$ cat src/rtl/io_clk_divider_bank.sv
// Bank of independent single-clock dividers with an ACK/REQ config port.
// Staged configs take effect only at a period boundary so every output stays glitch-free.
module io_clk_divider_bank #(
    parameter int DATABITWIDTH = 16,
    parameter int CHANNELS     = 4,
    parameter int DIVBITS      = 14
) (
    input  logic                    sys_clk,
    input  logic                    sync_rst,
    input  logic                    clk_en,
    input  logic                    ConfigACK,
    output logic                    ConfigREQ,
    input  logic                    LoadEn,
    input  logic [15:0]             ConfigWordIn,
    input  logic [3:0]              ConfigChanIn,
    input  logic [3:0]              ConfigRegDestIn,
    output logic                    ResponseACK,
    input  logic                    ResponseREQ,
    output logic [3:0]              ResponseRegDestOut,
    output logic [DATABITWIDTH-1:0] ResponseDataOut,
    output logic [CHANNELS-1:0]     divided_clk,
    output logic [CHANNELS-1:0]     divided_strobe,
    output logic [CHANNELS-1:0]     ChannelPending
);

    // Enable and mode bits survive; divisor bits above DIVBITS are stored as 0.
    localparam logic [15:0] CFG_MASK = 16'hC000 | 16'((32'd1 << DIVBITS) - 32'd1);

    logic [CHANNELS-1:0][15:0] w_active_all;
    logic [CHANNELS-1:0]       w_pending;
    logic [CHANNELS-1:0]       w_clk_all;
    logic [CHANNELS-1:0]       w_stb_all;
    logic [CHANNELS-1:0]       w_sel;
    logic                      w_chan_pending;
    logic                      w_wr_accept;
    logic [15:0]               w_rd_cfg;

    // Out-of-range channel indices match nothing: reads give 0, writes land nowhere.
    always_comb begin
        w_sel          = '0;
        w_chan_pending = 1'b0;
        w_rd_cfg       = '0;
        for (int i = 0; i < CHANNELS; i++) begin
            if (ConfigChanIn == 4'(i)) begin
                w_sel[i]       = 1'b1;
                w_chan_pending = w_pending[i];
                w_rd_cfg       = w_active_all[i];
            end
        end
    end

    assign w_wr_accept        = ConfigACK && !LoadEn && clk_en && !w_chan_pending;
    assign ConfigREQ          = LoadEn ? ResponseREQ : (clk_en && !w_chan_pending);
    assign ResponseACK        = ConfigACK && LoadEn;
    assign ResponseRegDestOut = ConfigRegDestIn;
    assign ResponseDataOut    = DATABITWIDTH'(w_rd_cfg);

    assign ChannelPending = w_pending;
    assign divided_clk    = w_clk_all;
    assign divided_strobe = w_stb_all;

    for (genvar g = 0; g < CHANNELS; g++) begin : g_chan
        logic [15:0]        r_active_cfg;
        logic [15:0]        r_pending_cfg;
        logic [DIVBITS-1:0] r_cnt;
        logic               r_pend;
        logic               r_clk;
        logic               r_stb;

        logic               w_term;
        logic [15:0]        w_act_nxt;
        logic [15:0]        w_pcfg_nxt;
        logic [DIVBITS-1:0] w_cnt_nxt;
        logic               w_pend_nxt;
        logic               w_clk_nxt;
        logic               w_stb_nxt;

        assign w_term = (r_cnt == r_active_cfg[DIVBITS-1:0]);

        always_comb begin
            w_act_nxt  = r_active_cfg;
            w_pcfg_nxt = r_pending_cfg;
            w_pend_nxt = r_pend;
            w_cnt_nxt  = r_cnt;
            w_clk_nxt  = r_clk;
            w_stb_nxt  = 1'b0;
            if (!r_active_cfg[15]) begin
                // Idle channel: a staged config starts cleanly from count 0, output low.
                w_cnt_nxt = '0;
                w_clk_nxt = 1'b0;
                if (r_pend) begin
                    w_act_nxt  = r_pending_cfg;
                    w_pend_nxt = 1'b0;
                end
            end else if (w_term) begin
                w_cnt_nxt = '0;
                w_clk_nxt = !r_active_cfg[14] && !r_clk;
                w_stb_nxt = r_active_cfg[14];
                if (r_pend) begin
                    w_act_nxt  = r_pending_cfg;
                    w_pend_nxt = 1'b0;
                    if (!r_pending_cfg[15] || r_pending_cfg[14]) begin
                        w_clk_nxt = 1'b0;
                    end
                    if (!r_pending_cfg[15] || !r_pending_cfg[14]) begin
                        w_stb_nxt = 1'b0;
                    end
                end
            end else begin
                w_cnt_nxt = r_cnt + DIVBITS'(1);
            end
            // A write is only accepted with nothing pending, so it never races an apply.
            if (w_wr_accept && w_sel[g]) begin
                w_pcfg_nxt = ConfigWordIn & CFG_MASK;
                w_pend_nxt = 1'b1;
            end
        end

        always_ff @(posedge sys_clk) begin
            if (sync_rst) begin
                r_active_cfg  <= '0;
                r_pending_cfg <= '0;
                r_cnt         <= '0;
                r_pend        <= 1'b0;
                r_clk         <= 1'b0;
                r_stb         <= 1'b0;
            end else if (clk_en) begin
                r_active_cfg  <= w_act_nxt;
                r_pending_cfg <= w_pcfg_nxt;
                r_cnt         <= w_cnt_nxt;
                r_pend        <= w_pend_nxt;
                r_clk         <= w_clk_nxt;
                r_stb         <= w_stb_nxt;
            end
        end

        assign w_active_all[g] = r_active_cfg;
        assign w_pending[g]    = r_pend;
        assign w_clk_all[g]    = r_clk;
        assign w_stb_all[g]    = r_stb;
    end

endmodule
$ cat config.mk
export PLATFORM = sky130hd
export DESIGN_NAME = io_clk_divider_bank
export DESIGN_NICKNAME = d
export VERILOG_FILES = /design/src/rtl/io_clk_divider_bank.sv
export SDC_FILE = /design/constraint.sdc
export NUM_CORES = 1
export LEC_CHECK = 0
export CORE_UTILIZATION = 30
export CTS_CLUSTER_SIZE = 10
export DETAILED_ROUTE_END_ITERATION = 7
export GPL_TIMING_DRIVEN = 0
export PLACE_DENSITY = 0.56
export SLEW_MARGIN = 20
export SYNTH_ARGS = -nofsm -noshare
export SYNTH_HDL_FRONTEND = slang
export SYNTH_SLANG_ARGS = --single-unit
$ cat constraint.sdc
create_clock -name sys_clk -period 5.6 [get_ports sys_clk]
set_input_delay 0.84 -clock sys_clk [delete_from_list [all_inputs] [get_ports sys_clk]]
set_output_delay 0.84 -clock sys_clk [all_outputs]
set_load 0.005 [all_outputs]
-- After elaboration in Yosys (flattened, before gate mapping)
Cells that the tools add are included.
Widths: inputs -> output; s select.
- $add $sub $neg: 4
- equality and inequality tests: 19
- multiplexer cells: 81
- reduce and logical (&&, ||, !) cells: 60
- operators with widths (kind ; number):
    $mux 16 ; 20
    $mux 14 ; 8
    $add 14x1->14 const B ; 4
    $eq 14x14->1 ; 4
    $mux 1 ; 53
    $reduce_and 2->1 ; 12
    $logic_not 1->1 ; 18
    $reduce_and 4->1 ; 4
    $logic_and 1x1->1 ; 13
    $ne 3x1->1 const B ; 4
    $eq 4x2->1 const B ; 2
    $logic_or 1x1->1 ; 8
    $ne 2x1->1 const B ; 4
    $ne 2x2->1 const B ; 4
    $reduce_bool 2->1 ; 4
    $eq 4x1->1 const B ; 1
    $logic_not 4->1 ; 1
- register bits: 196
- input bits: 30
- output and inout port bits: 34
- logic and storage cells: 192

-- Logic depth before layout (Yosys ltp)
Gate-level depths: netlist of run 1.
- depth after elaboration: 10
- mapped depth: 8
- mapped depth without buffers: 6

-- Worst setup path after synthesis of run 1
Ideal clock, no wire load.
- kind: in2out
- from: input ConfigChanIn[0]
- to: output ResponseDataOut[10]
- data arrival time: 2306 ps
- data required time: 4760 ps
- setup slack: 2454 ps
- cell stages on the path: 4
- path buffers: 2
- path through: buf_1 > buf_2 > mux4_2 > nor2b_1
- word-level cells in the longest chain between the ends: 5
- elaborated cells on any way between the ends: 8
- classes of those cells: eq/ne: 3; mux: 4; reduce/logical: 1
- RTL lines (element ; line ; RTL):
    start: declaration ; 15 ; input logic [3:0] ConfigChanIn,
    $logic_not 4->1 ; 44 ; if (ConfigChanIn == 4'(i)) begin
    $mux 16 (3 in a row) ; 44 ;
    $mux 16 (*) ; 44 ;
    end: declaration ; 20 ; output logic [DATABITWIDTH-1:0] ResponseDataOut,
Mark *: on every way between the ends. The rest lies on a longest branch, timed or not.

-- Worst setup path in the final report of run 1
- from: input clk_en
- to: output ConfigREQ
- word-level cells in the longest chain between the ends: 2
- RTL lines (element ; line ; RTL):
    start: declaration ; 10 ; input logic clk_en,
    $logic_and 1x1->1 ; 53 ; assign ConfigREQ = LoadEn ? ResponseREQ : (clk_en && !w_chan_pending);
    $mux 1 ; 53 ;
    end: declaration ; 12 ; output logic ConfigREQ,
Every way passes these cells.

==> flow_summary.yaml, run 1 <==
worst_hold_path:
  hp-class: "register to register"
  holdPathStages: 2
  min_from: "g_chan[1].r_pending_cfg[5]"
  whs_endpoint: "g_chan[1].r_pending_cfg[5]"
pwr:
  cellPowerDensity_mw_per_mm2: 255
  p_leak_nw: 3.79
  vdd_ir_drop_max_mv: 0.212
  p_clk_share_pct: 45.1
  internal_power_mw: 2.13
  combPwrFrac_pct: 5.1
  switching_power_mw: 0.685
  p_seq_share_pct: 49.8
  switching_share_pct: 24.4
setup_path:
  r2r_slack_ns: 2.88
  regToRegStartpoint: "g_chan[3].r_cnt[4]"
  critPathLaunchType: "primary input"
  rr_worst_depth: 7
  arrival_ns: 4.44
  worstPathRequired_ns: 4.76
  r2r_end: "g_chan[3].r_active_cfg[12]"
  crit_type: "primary input to output port"
  path_max_fanout: 10
  worstSetupEndpointType: "output port"
sta:
  setup_violations: 0
  period_minus_slack_ns: 5.28
  finalCritPeriodShare_pct: 94.3
  clock-skew-final_ns: 0.0105
  tightest_slew_ns: 0.804
  whs_ns: 0.458
  fin_tns_setup_ns: 0
  fmax_mhz: 189
  finalMaxSlewViolations: 0
  relSlewSlack_pct: 46.4
  rsz0062_at_grt: "no"
  hold_violations: 0
floorplan:
  die_area_mm2: 0.0319
  core_area_mm2: 0.0307
  io_pins: 64
  start_util_pct: 30.5
  die_h_um: 179
  dieWidth_um: 179
  rows: 64
global_routing:
  grt_pass1_vias: 6792
  grt_overflow: 0
  grt_usage_pct: 17.7
  grt_first_pass_wirelength_um: 41100
  antenna_found_initial: 0
  grt_max_degree: 19
final_layout:
  nets: 1118
  fill_cells: 3166
  antennaDiodeCount: 0
  multi_input_area_mm2: 0.00502
  drive_gt1_share_pct: 8.11
  area_growth_pct: 17.9
  regArea_mm2: 0.00392
drt:
  detail-route-antenna-nets: 0
  drt-total-wl_um: 27400
  dr.pass1.iters: 5
  drc: 0
  drt_iter0_drc: 509
  avgViaCountPerCell: 4.80
  vias: 7169
  wire_per_inst_um: 18.3
logic_synthesis:
  synth-seq-area-share_pct: 41.9
  synth_cell_types: 46
  yosys.area.top_type: "dfxtp_1"
  synth_fp_nets: 1040
  synth_edf_count: 0
  ys_async_sr_fraction_pct: 0
  ys_ff_latch: 196
  yosys_warnings: 0
  yosysMostFrequentCell: "dfxtp_1"
  ys.flop_type: "dfxtp_1"
  avgSynthCellArea_um2: 9.30
  syn_area_mm2: 0.00935
  synth_top_area_share_pct: 41.9
  syn_inst: 1006
  synthTopCellsByCount: "dfxtp_1, nor2_1, nand2b_1"
  synthTopCellsByArea: "dfxtp_1, mux2i_1, nand2b_1, xor2_1, nor2_1"
clock_tree:
  postCtsHoldBufs: 0
  path_clk_slew_ns: 0.07
  cts_root_buf: "clkbuf_16"
  clockBufferDepth: 2
  cts_buffers: 17
  cts_num_sinks: 196
  cts_tree: "yes"
  clkLatencyLatePin_ns: 0.45
  cts_resized: 0
  htreeDepth: 4
  post_cts_buffers: 0
placement:
  dp_hpwl_um: 21100
  finalWeightedCongestion: 0.845
  port-buffer-count: 59
run_status:
  status: "finished clean"
job:
  drv_cap: 0
-- flip-flops by register name (all words and copies together), names as in the netlist --
name,cells
g_chan.r_active_cfg,64
g_chan.r_pending_cfg,64
g_chan.r_cnt,56
g_chan.r_clk,4
g_chan.r_pend,4
g_chan.r_stb,4
-- layout make-up --
class,count,area share [%]
plain buffers,69,3.22
clock buffers,18,3.89
clock inverters,14,1.46
inverters,14,0.476
multi-input cells,727,45.5
flip-flops and latches,196,35.6
well taps,396,4.49
repair buffers,59,5.35
-- critical path, cell delays in order --
cell             delay (ns)
clkdlybuf4s50_1        0.80
clkbuf_1               0.60
clkbuf_1               0.66
buf_1                  0.63
o211ai_1               0.19
o21ai_0                0.19
clkdlybuf4s50_1        0.52
-- worst max path at each step --
stage	start	end	cells after the start
floorplan	ConfigChanIn[0]	ResponseDataOut[10]	4
global placement	clk_en	ConfigREQ	7
detailed placement	clk_en	ConfigREQ	7
CTS	clk_en	ConfigREQ	7
global route	clk_en	ConfigREQ	7
finish	clk_en	ConfigREQ	7
-- metal layers --
layer	part of all wire, %	global-route usage (%)	wire, µm
met5	0	0	0
met4	1.1	3.99	308
met3	4.0	3.30	1090
met2	45	28.3	12400
met1	50	24.6	13600
-- kinds of logic after synthesis --
| group | synth area share (%) |
|---|---|
| multiplexers | 16.0 |
| buffers and inverters | 4.36 |
| AO/OA/AOI/OAI | 3.68 |
| adder cells (fa/ha/maj) | 0.535 |
| XOR/XNOR | 10.1 |
| flip-flops | 41.9 |
| AND/OR/NAND/NOR | 23.4 |
-- metrics by stage --
step	cells	utilization [%]	area, µm²	worst slack (ns)	power, mW
after floorplan	1006	-	9350	2.45	1.50
after global placement	1461	34.0	10400	0.244	1.57
after detailed placement	1461	34.0	10400	0.276	1.57
after CTS	1493	36.0	11000	0.272	2.83
after global routing	1493	36.0	11000	0.222	2.90
final	1493	36.0	11000	0.320	2.81
-- power groups by stage --
stage | Sequential (mW) | Clock [mW] | Combinational, mW
floorplan | 1.43 | 0 | 0.0724
global placement | 1.43 | 0 | 0.143
detailed placement | 1.43 | 0 | 0.143
CTS | 1.40 | 1.29 | 0.144
global route | 1.40 | 1.35 | 0.152
finish | 1.40 | 1.27 | 0.143
-- layout by cell type, fill, tap and decap left out, types with 25 or more instances in the layout --
| master | n |
|---|---|
| dfxtp_1 | 196 |
| nand2_1 | 76 |
| nand4_1 | 25 |
| nor2_1 | 126 |
| xor2_1 | 56 |
| clkdlybuf4s50_1 | 59 |
| mux2i_1 | 112 |
| nand2b_1 | 123 |
| xnor2_1 | 52 |
| clkbuf_1 | 37 |
| a21oi_1 | 26 |
Note: power is estimated with default switching activity, not from simulation.
==> inputs of run 2 (changes only) <==
--- a/config.mk
+++ b/config.mk
@@ -5,8 +5,9 @@
 export SDC_FILE = /design/constraint.sdc
 export NUM_CORES = 1
 export LEC_CHECK = 0
+export CAP_MARGIN = 10
 export CORE_UTILIZATION = 30
-export CTS_CLUSTER_SIZE = 10
+export CTS_CLUSTER_SIZE = 28
 export DETAILED_ROUTE_END_ITERATION = 7
 export GPL_TIMING_DRIVEN = 0
 export PLACE_DENSITY = 0.56
==> results of run 2 <==
Same layout as run 1: the final DEF is identical, and so are final timing and power.
